===== config.mk =====
export PLATFORM = sky130hd
export DESIGN_NAME = multicycle_controller
export DESIGN_NICKNAME = d
export VERILOG_FILES = /design/src/rtl/multicycle_controller.sv
export SDC_FILE = /design/constraint.sdc
export NUM_CORES = 1
export LEC_CHECK = 0
export CAP_MARGIN = 20
export CORE_ASPECT_RATIO = 0.75
export CORE_MARGIN = 1
export CORE_UTILIZATION = 34
export CTS_CLUSTER_SIZE = 10
export DETAILED_ROUTE_END_ITERATION = 10
export GPL_ROUTABILITY_DRIVEN = 0
export GPL_TIMING_DRIVEN = 0
export SETUP_SLACK_MARGIN = 0.15
export SLEW_MARGIN = 20
export SYNTH_ARGS = -nofsm -noshare
export SYNTH_HDL_FRONTEND = slang
export SYNTH_SLANG_ARGS = --single-unit

===== constraint.sdc =====
create_clock -name clk -period 3.9 [get_ports clk]
set_clock_uncertainty 0.1 [all_clocks]
set_input_delay 1.17 -clock clk [delete_from_list [all_inputs] [get_ports clk]]
set_output_delay 1.17 -clock clk [all_outputs]
set_load 0.03 [all_outputs]

===== src/rtl/multicycle_controller.sv =====
// Multicycle CPU control FSM: IDLE -> FETCH -> DECODE -> EXEC [-> MEM] -> FETCH; state_o encodes 0..5 in that order, HALT=5.
// Optional macro CTRL_MEM_TIMEOUT_EN: halt after MEM_TIMEOUT unacknowledged memory wait cycles.
module multicycle_controller #(
  parameter int MEM_TIMEOUT = 15,
  parameter int TO_W        = 4
) (
  input  logic        clk,
  input  logic        reset,
  input  logic [15:0] instr,
  input  logic [4:0]  flags,
  input  logic        memAck,
  output logic        memReq,
  output logic        memWe,
  output logic        addrSel,
  output logic        irEn,
  output logic        srcEn,
  output logic        dstEn,
  output logic        immEn,
  output logic        regWrite,
  output logic        flagsEn,
  output logic        pcEn,
  output logic [1:0]  pcSel,
  output logic [1:0]  wbSel,
  output logic [3:0]  aluOp,
  output logic        illegal,
  output logic        halted,
  output logic [2:0]  state_o
);

  typedef enum logic [2:0] {
    S_IDLE   = 3'd0,
    S_FETCH  = 3'd1,
    S_DECODE = 3'd2,
    S_EXEC   = 3'd3,
    S_MEM    = 3'd4,
    S_HALT   = 3'd5
  } state_e;

  typedef enum logic [3:0] {
    C_ILL, C_REG, C_IMM, C_SHIFT, C_LOAD, C_STOR, C_JAL, C_JCOND, C_BCOND
  } cls_e;

  localparam logic [3:0] ALU_ADD = 4'b0000;
  localparam logic [3:0] ALU_SUB = 4'b0001;
  localparam logic [3:0] ALU_CMP = 4'b0010;
  localparam logic [3:0] ALU_AND = 4'b0011;
  localparam logic [3:0] ALU_OR  = 4'b0100;
  localparam logic [3:0] ALU_XOR = 4'b0101;
  localparam logic [3:0] ALU_MOV = 4'b0110;
  localparam logic [3:0] ALU_LUI = 4'b0111;
  localparam logic [3:0] ALU_LSH = 4'b1000;

  state_e      state_q, state_d;
  logic [11:0] ir_q, ir_d;
  logic [3:0]  op, cond, ext;
  cls_e        cls;
  logic [3:0]  alu_op;
  logic        set_flags, is_cmp, cond_true, to_hit;
  logic [6:0]  sel_reg, sel_imm;
  logic        unused_instr_lo;

  // Register-form ext codes and immediate-form opcodes share one table: {ok, set_flags, is_cmp, aluOp}.
  function automatic logic [6:0] alu_sel(input logic [3:0] code);
    logic [6:0] r;
    r = '0;
    case (code)
      4'b0101: r = {3'b110, ALU_ADD};
      4'b1001: r = {3'b110, ALU_SUB};
      4'b1011: r = {3'b111, ALU_CMP};
      4'b0001: r = {3'b100, ALU_AND};
      4'b0010: r = {3'b100, ALU_OR};
      4'b0011: r = {3'b100, ALU_XOR};
      4'b1101: r = {3'b100, ALU_MOV};
      default: r = '0;
    endcase
    return r;
  endfunction

  assign op              = ir_q[11:8];
  assign cond            = ir_q[7:4];
  assign ext             = ir_q[3:0];
  assign unused_instr_lo = ^instr[3:0];
  assign state_o         = state_q;
  assign sel_reg         = alu_sel(ext);
  assign sel_imm         = alu_sel(op);

  always_comb begin
    cls       = C_ILL;
    alu_op    = ALU_ADD;
    set_flags = 1'b0;
    is_cmp    = 1'b0;
    case (op)
      4'b0000: if (sel_reg[6]) begin
        cls = C_REG;
        {set_flags, is_cmp, alu_op} = sel_reg[5:0];
      end
      4'b1000: if (ext inside {4'b0000, 4'b0001, 4'b0100}) begin
        cls    = C_SHIFT;
        alu_op = ALU_LSH;
      end
      4'b0100: begin
        case (ext)
          4'b0000: cls = C_LOAD;
          4'b0100: cls = C_STOR;
          4'b1000: cls = C_JAL;
          4'b1100: cls = C_JCOND;
          default: cls = C_ILL;
        endcase
      end
      4'b1100: cls = C_BCOND;
      4'b1111: begin
        cls    = C_IMM;
        alu_op = ALU_LUI;
      end
      default: if (sel_imm[6]) begin
        cls = C_IMM;
        {set_flags, is_cmp, alu_op} = sel_imm[5:0];
      end
    endcase
  end

  // flags = {C, L, F, Z, N}
  always_comb begin
    cond_true = 1'b0;
    case (cond)
      4'h0: cond_true = flags[1];
      4'h1: cond_true = !flags[1];
      4'h2: cond_true = flags[4];
      4'h3: cond_true = !flags[4];
      4'h4: cond_true = flags[3];
      4'h5: cond_true = !flags[3];
      4'h6: cond_true = flags[0];
      4'h7: cond_true = !flags[0];
      4'h8: cond_true = flags[2];
      4'h9: cond_true = !flags[2];
      4'hA: cond_true = !flags[3] && !flags[1];
      4'hB: cond_true = flags[3] || flags[1];
      4'hC: cond_true = !flags[0] && !flags[1];
      4'hD: cond_true = flags[0] || flags[1];
      4'hE: cond_true = 1'b1;
      default: cond_true = 1'b0;
    endcase
  end

`ifdef CTRL_MEM_TIMEOUT_EN
  logic [TO_W-1:0] to_q, to_d;
  logic            mem_wait;
  assign mem_wait = (state_q == S_FETCH || state_q == S_MEM) && !memAck;
  assign to_hit   = mem_wait && (to_q == TO_W'(MEM_TIMEOUT - 1));
  assign halted   = (state_q == S_HALT);
`else
  logic unused_to_cfg;
  assign unused_to_cfg = (MEM_TIMEOUT < (1 << TO_W));
  assign to_hit        = 1'b0;
  assign halted        = 1'b0;
`endif

  // memReq holds until the cycle memAck is seen; that same cycle completes the access.
  always_comb begin
    state_d = state_q;
    ir_d    = ir_q;
    case (state_q)
      S_IDLE:   state_d = S_FETCH;
      S_FETCH: begin
        if (memAck) begin
          state_d = S_DECODE;
          ir_d    = instr[15:4];
        end else if (to_hit) begin
          state_d = S_HALT;
        end
      end
      S_DECODE: state_d = S_EXEC;
      S_EXEC:   state_d = (cls == C_LOAD || cls == C_STOR) ? S_MEM : S_FETCH;
      S_MEM: begin
        if (memAck)      state_d = S_FETCH;
        else if (to_hit) state_d = S_HALT;
      end
      S_HALT:   state_d = S_HALT;
      default:  state_d = S_IDLE;
    endcase
`ifdef CTRL_MEM_TIMEOUT_EN
    to_d = to_q;
    if (mem_wait) to_d = to_q + 1'b1;
    if (state_d != state_q && (state_d == S_FETCH || state_d == S_MEM)) to_d = '0;
`endif
  end

  always_ff @(posedge clk or posedge reset) begin
    if (reset) begin
      state_q <= S_IDLE;
      ir_q    <= '0;
`ifdef CTRL_MEM_TIMEOUT_EN
      to_q    <= '0;
`endif
    end else begin
      state_q <= state_d;
      ir_q    <= ir_d;
`ifdef CTRL_MEM_TIMEOUT_EN
      to_q    <= to_d;
`endif
    end
  end

  always_comb begin
    memReq   = 1'b0;
    memWe    = 1'b0;
    addrSel  = 1'b0;
    irEn     = 1'b0;
    srcEn    = 1'b0;
    dstEn    = 1'b0;
    immEn    = 1'b0;
    regWrite = 1'b0;
    flagsEn  = 1'b0;
    pcEn     = 1'b0;
    pcSel    = 2'd0;
    wbSel    = 2'd0;
    aluOp    = 4'd0;
    illegal  = 1'b0;
    case (state_q)
      S_FETCH: begin
        memReq = 1'b1;
        irEn   = memAck;
      end
      S_DECODE: begin
        case (cls)
          C_REG, C_SHIFT: begin
            srcEn = 1'b1;
            dstEn = 1'b1;
          end
          C_IMM: begin
            immEn = 1'b1;
            dstEn = 1'b1;
          end
          C_LOAD, C_STOR, C_JAL, C_JCOND: dstEn = 1'b1;
          default: ;
        endcase
      end
      S_EXEC: begin
        case (cls)
          C_REG, C_IMM, C_SHIFT: begin
            aluOp    = alu_op;
            regWrite = !is_cmp;
            flagsEn  = set_flags;
            pcEn     = 1'b1;
          end
          C_BCOND: begin
            pcEn  = 1'b1;
            pcSel = cond_true ? 2'd1 : 2'd0;
          end
          C_JCOND: begin
            pcEn  = 1'b1;
            pcSel = cond_true ? 2'd2 : 2'd0;
          end
          C_JAL: begin
            regWrite = 1'b1;
            wbSel    = 2'd2;
            pcEn     = 1'b1;
            pcSel    = 2'd2;
          end
          C_ILL: begin
            illegal = 1'b1;
            pcEn    = 1'b1;
          end
          default: ;
        endcase
      end
      S_MEM: begin
        memReq  = 1'b1;
        addrSel = 1'b1;
        memWe   = (cls == C_STOR);
        if (memAck) begin
          pcEn     = 1'b1;
          regWrite = (cls == C_LOAD);
          wbSel    = (cls == C_LOAD) ? 2'd1 : 2'd0;
        end
      end
      default: ;
    endcase
  end

endmodule


==> results.yml <==
cts:
  cts_hold_buf: 0
  path_clk_slew_ns: 0.06
  clock_path_buffers: 2
  cts_inserted_buffers: 3
  clock_sinks: 15
  clk_latency_ns: 0.25
  cts_max_level: 1
  cts_tree: "built"
  cts-root-buf: "clkbuf_8"
routing:
  first_iter_violations: 81
  vias: 1466
  drc_errors: 0
  first_pass_iters: 4
  vias_per_cell: 5.37
  avgRoutedWirePerCell_um: 14.0
  drt_wl_total_um: 3830
  postRouteAntennaNets: 0
critical_path:
  timing.rr.end: "ir_q[11]$_DFFE_PP0P_"
  critical_path.cell_chain: "buf_8 -> or4b_4 -> a31oi_4 -> o41ai_4 -> a211oi_2 -> buf_4"
  r2r_setup_slack_ns: 2.25
  critPathTopFamily: "compound AO/OA/AOI/OAI gates"
  slowest_stage: "or4b_4"
  cp.depth: 6
  slowest_delay_ns: 0.52
  critPathCaptureType: "output pin"
  crit_buf_inv: 2
  rr_worst_depth: 4
  path_max_fanout: 3
  critical_path_required_ns: 2.63
  crit_type: "input port to output pin"
  r2r-start: "state_o[1]$_DFFE_PP0P_"
  cp_data_arrival_time_ns: 2.51
  start_kind: "input port"
hold_path:
  holdCritPathClass: "flip-flop to flip-flop"
  hold_end: "state_o[0]$_DFFE_PP0P_"
  min-delay-start: "state_o[1]$_DFFE_PP0P_"
  whs_path_depth: 1
synthesis:
  synth_edf_count: 0
  syn-mean-instance-area_um2: 7.69
  synth_nets: 197
  syn-instance-count: 173
  synth_area_leaders: "dfrtp_1 28%, mux2_2 6.8%, nor2_1 6.8%"
  ys_warn_count: 0
  yosysTopAreaCell: "dfrtp_1"
  synth_area_mm2: 0.00133
  seq_area_frac_synth: 0.282
  synth-seq-cells: 15
  synth-async-reset-ratio: 1.00
  netlist.area_leader.share: 0.282
  synth_ff_type: "dfrtp_1"
  yosys.cell_types.count: 50
run_status:
  outcome: "complete, no violations"
sta:
  slew_viol_final: 0
  period_share: 0.969
  max_freq_mhz: 264
  rsz0062_at_grt: "true"
  worst_slew_pin_slew_ns: 0.607
  hold_viol_final: 0
  fin_hold_ws_ns: 0.542
  min_period_ns: 3.78
  setup_viol: 0
  slew_headroom: 0.595
finish:
  diodes: 0
  final_cell_count_no_fill: 273
  syn2layout_area_growth_pct: 46.1
  final_common_cell: "nor2_1"
  drive_gt1_frac: 0.195
  final_nets: 246
  stdcell_area_mm2: 0.00194
  multi_input_area_um2: 901
  seqCellArea_um2: 375
  most-common-layout-cells: "24 x nor2_1, 23 x clkdlybuf4s50_1, 15 x dfrtp_1"
  fill_cells: 364
grt:
  grt_pass1_vias: 1418
  busiest_layer: "met2"
  grt_pass1_wl_um: 6360
  grt_use_total: 0.194
  gr-total-overflow: 0
  grt_util_met1: 0.269
  grt_max_degree: 16
  use_met2: 0.312
  met3_usage: 0.0399
  antenna_found_initial: 0
pwr:
  p_seq_frac: 0.217
  p_sw_frac: 0.508
  intPower_mw: 0.717
  pwr-share-comb: 0.695
  ir_worst_vdd_mv: 0.414
  clockPowerShare: 0.087
  p_per_area_mw_per_mm2: 750
  p_sw_mw: 0.740
  p_leak_nw: 0.881
placed_design:
  placedCellCount: 266
  placed_area_mm2: 0.00181
  io_buffer_count: 41
  hpwl_um: 2770
floorplanning:
  die_area_mm2: 0.00417
  rows: 19
  fp.dieW_um: 74.2
  core_area_mm2: 0.00371
  start_util: 0.359
  die_height_um: 56.2
  pin_count: 47
flow_run:
  max_cap_viol_count: 0
sequential cells by signal (all words and copies together), names as in the netlist:
register,count
state_o,3
ir_q,12
how the worst max path moves through the flow:
stage	startpoint	slack, ns	to
after global placement	flags[1]	-0.77	pcSel[1]
after global routing	flags[0]	0.08	pcSel[1]
after detailed placement	flags[1]	-0.78	pcSel[1]
after CTS	flags[0]	0.11	pcSel[1]
after floorplan	flags[0]	0.17	pcSel[1]
final	flags[0]	0.12	pcSel[1]
worst register-to-register path: stages (launching register included):
cell and delay [ns]:
dfrtp_1 0.46, nand3b_1 0.25, nor2_4 0.17, buf_4 0.20
mux2_2 0.34
synth_stat cells, types with 3 or more instances:
library cell / n
inv_1: 8
mux2_2: 8
o22ai_1: 3
nand3_1: 10
dfrtp_1: 15
nand4_1: 4
nor2b_1: 4
a21oi_1: 14
buf_2: 6
nand2b_1: 4
and3_1: 4
xnor2_1: 3
nand2_1: 14
nor2_1: 24
o21ai_0: 7
a31oi_1: 3
clkbuf_1: 4
metal layers:
layer	routed length (µm)	vias up
met5	0	-
met4	37	0
met3	241	6
met2	1730	62
met1	1820	676
li1	-	722
final cells by class:
cell class	count	area share
inverter	8	0.0155
multi-input combinational	136	0.464
tap	52	0.0335
sequential	15	0.193
clock buffer	4	0.0232
timing repair buffer	44	0.227
buffer	14	0.0444
power groups by stage:
stage	Combinational, mW	Sequential (mW)	Clock, mW
after CTS	0.987	0.314	0.132
after detailed placement	0.959	0.309	0
final	1.01	0.317	0.127
after global placement	0.939	0.307	0
after global routing	1.10	0.325	0.139
after floorplan	0.685	0.307	0
per-stage QoR:
| stage | power, mW | setup WS, ns | utilization | setup TNS (ns) |
|---|---|---|---|---|
| floorplan | 0.992 | 0.174 | - | 0 |
| finish | 1.46 | 0.119 | 0.524 | 0 |
| detailed placement | 1.27 | -0.783 | 0.487 | -2.23 |
| global placement | 1.25 | -0.768 | 0.487 | -2.16 |
| global route | 1.57 | 0.0754 | 0.524 | 0 |
| CTS | 1.43 | 0.111 | 0.508 | 0 |
kinds of logic after synthesis:
kind of cell    after synthesis  synth area share
buf+inv                      22            0.0847
compound gates               47             0.239
flops                        15             0.282
mux                           8            0.0677
other cells                   1           0.00282
xor+xnor                      4            0.0263
simple gates                 76             0.297
what timing repair did:
item / CTS / global route
pin swaps: 10 / 8
endpoints found under the setup margin: 8 / 10
gates resized for setup: 46 / 16
buffers inserted: 1 / 2
No activity file was read; power rests on OpenSTA's default activity.
==> edit: new RTL, same flow settings <==
Take the reset off `ir_q` and load it in a clocked block of its own.
--- a/src/rtl/multicycle_controller.sv
+++ b/src/rtl/multicycle_controller.sv
@@ -188,17 +188,19 @@
   always_ff @(posedge clk or posedge reset) begin
     if (reset) begin
       state_q <= S_IDLE;
-      ir_q    <= '0;
 `ifdef CTRL_MEM_TIMEOUT_EN
       to_q    <= '0;
 `endif
     end else begin
       state_q <= state_d;
-      ir_q    <= ir_d;
 `ifdef CTRL_MEM_TIMEOUT_EN
       to_q    <= to_d;
 `endif
     end
+  end
+
+  always_ff @(posedge clk) begin
+    ir_q <= ir_d;
   end
 
   always_comb begin
Formal check against the unedited RTL: same outputs for any inputs over 10 cycles, from zero or initial values and one cycle with reset high; that may be too few to reach the edited logic, so the function may still have changed.
==> edit against the original RTL <==
- synthesized cell count down 15%
- worst setup slack better by 0.11 ns
- cell area down 0.71%
- core utilization down 0.37 points
- synthesized area up 0.85%
- register-to-register slack worse by 0.02 ns
- count of clock-buffer cells in the layout down 1
- power down 37%
- wire length down 18%
- sequential cell count unchanged
- critical path type unchanged
- largest cell class unchanged
- largest power group unchanged
==> edit: results (changes against the original RTL) <==
[outcome]
status = completed  ; unchanged

[global_route]
track_usage = 0.164  ; was 0.194
grt-ovfl-total = 0  ; unchanged
grt_max_degree = 14  ; was 16
grt_pass1_wl_um = 5310  ; was 6360 um

[cts]
clk_path_buf_depth = 2  ; unchanged
cts_made_buffers = 3  ; unchanged
clkLatencyLatePin_ns = 0.24
h-tree-depth = 1  ; unchanged
clkTransAtPathRegs_ns = 0.06  ; about the same

[power]
power.leakage_nw = 0.802  ; was 0.881 nW
p_sw_frac = 0.444  ; was 0.508
ir_worst_vdd_uv = 260  ; was 414 uV

[logic_synthesis]
mappedNetlistNets = 171  ; was 197
synth_ff_type = edfxtp_1  ; was dfrtp_1
synth_area_leaders = edfxtp_1 27%, dfrtp_1 5.6%, nor2_1 5.3%, a21oi_1 3.4%, nor3b_1 3.4%  ; was dfrtp_1 28%, mux2_2 6.8%, nor2_1 6.8%, a21oi_1 5.3%, nand2_1 4.0%
async_flop_share = 0.200  ; was 1.00
ys_seq_area_frac = 0.325  ; was 0.282
synth-edff-count = 12  ; was 0
synth_common_cells = 19 x nor2_1, 12 x edfxtp_1, 9 x a21oi_1, 9 x nand2_1, 7 x nand2b_1  ; was 24 x nor2_1, 15 x dfrtp_1, 14 x a21oi_1, 14 x nand2_1, 10 x nand3_1
ys_types = 53  ; was 50

[route]
vias = 1243  ; was 1466
wl_um = 3130  ; was 3830 um
dr.pass1.iters = 4  ; unchanged
drt_iter0_markers = 44  ; was 81

[layout]
diodes = 0  ; unchanged
final_layout_size_suffix_gt1_frac = 0.299  ; was 0.195
regMostFlops = ir_q  ; unchanged
fin_nets = 219  ; was 246
largest_reg_flops = 12  ; unchanged
fill_cells = 361  ; was 364

[worst_setup_path]
crit_fanout = 2  ; was 3
reg2regPathDepth = 6  ; was 4
cp.arrival_ns = 2.40  ; was 2.51 ns

[placement]
dp_hpwl_um = 2430  ; was 2770 um
io_buffers = 41  ; unchanged
place_ws_ns = -0.874  ; was -0.783 ns

[worst_hold_path]
hold_class = flip-flop to flip-flop  ; unchanged

edit: layout make-up:
class,count,share of cell area
inverter,2,0.00389
tap,52,0.0337
buffer,13,0.0383
clock inverter,1,0.00389
multi-input combinational,117,0.468
sequential,15,0.226
clock buffer,3,0.0214
timing repair buffer,43,0.206
edit: per-stage QoR:
step           cell area, um2  power [mW]  std cells  hold WS [ns]   util
6_report                 1930       0.922        246         0.539  0.520
5_1_grt                  1930       0.988        246         0.579  0.520
4_1_cts                  1930       0.931        246         0.526  0.522
3_5_place_dp             1820       0.780        240         0.489  0.491
3_3_place_gp             1820       0.772        240         0.480  0.491
2_1_floorplan            1350       0.620        147         0.522      -
edit: power by group through the flow:
stage	clock, mW	sequential, mW	combinational, mW
CTS	0.133	0.251	0.548
global route	0.141	0.256	0.591
floorplan	0	0.267	0.353
finish	0.125	0.250	0.547
global placement	0	0.253	0.520
detailed placement	0	0.255	0.526
edit: final timing paths:
kind | startpoint | to | slack, ns
setup / recovery | flags[2] | pcSel[1] | 0.23
setup reg to reg | ir_q[9] | state_o[0] | 2.23
hold reg to reg | state_o[2] | state_o[1] | 0.54
hold / removal | state_o[2] | state_o[1] | 0.54
min in group asynchronous | reset | state_o[0] | 0.99
max in group asynchronous | reset | state_o[2] | 2.58
edit: cells by family after synthesis:
logic type             count (synthesis)  share of synthesized area
AO/OA/AOI/OAI                         32                      0.183
XOR/XNOR                               5                     0.0326
buffers and inverters                 15                     0.0606
flip-flops                            15                      0.325
multiplexers                           4                     0.0317
other                                  1                    0.00280
AND/OR/NAND/NOR                       75                      0.365
edit: timing repair:
action,CTS,global route
endpoints found under the setup margin,11,9
buffers inserted,2,0
pin swaps,12,7
hold endpoints to repair,0,0
gates resized for setup,47,18
gates cloned,0,0
edit: routing by layer:
metal  part of all wire  up-vias  GRT usage
met5                  0        -          0
met4             0.0019        0     0.0162
met1               0.50      577      0.235
met2               0.44       37      0.260
met3              0.054        2     0.0377
li1                   -      627          -
edit: critical path, cell delays in order:
cell	delay, ns
clkdlybuf4s15_1	0.19
nor3b_2	0.17
nor3_2	0.19
nor3b_2	0.08
nor4_4	0.31
o22ai_1	0.12
buf_4	0.18
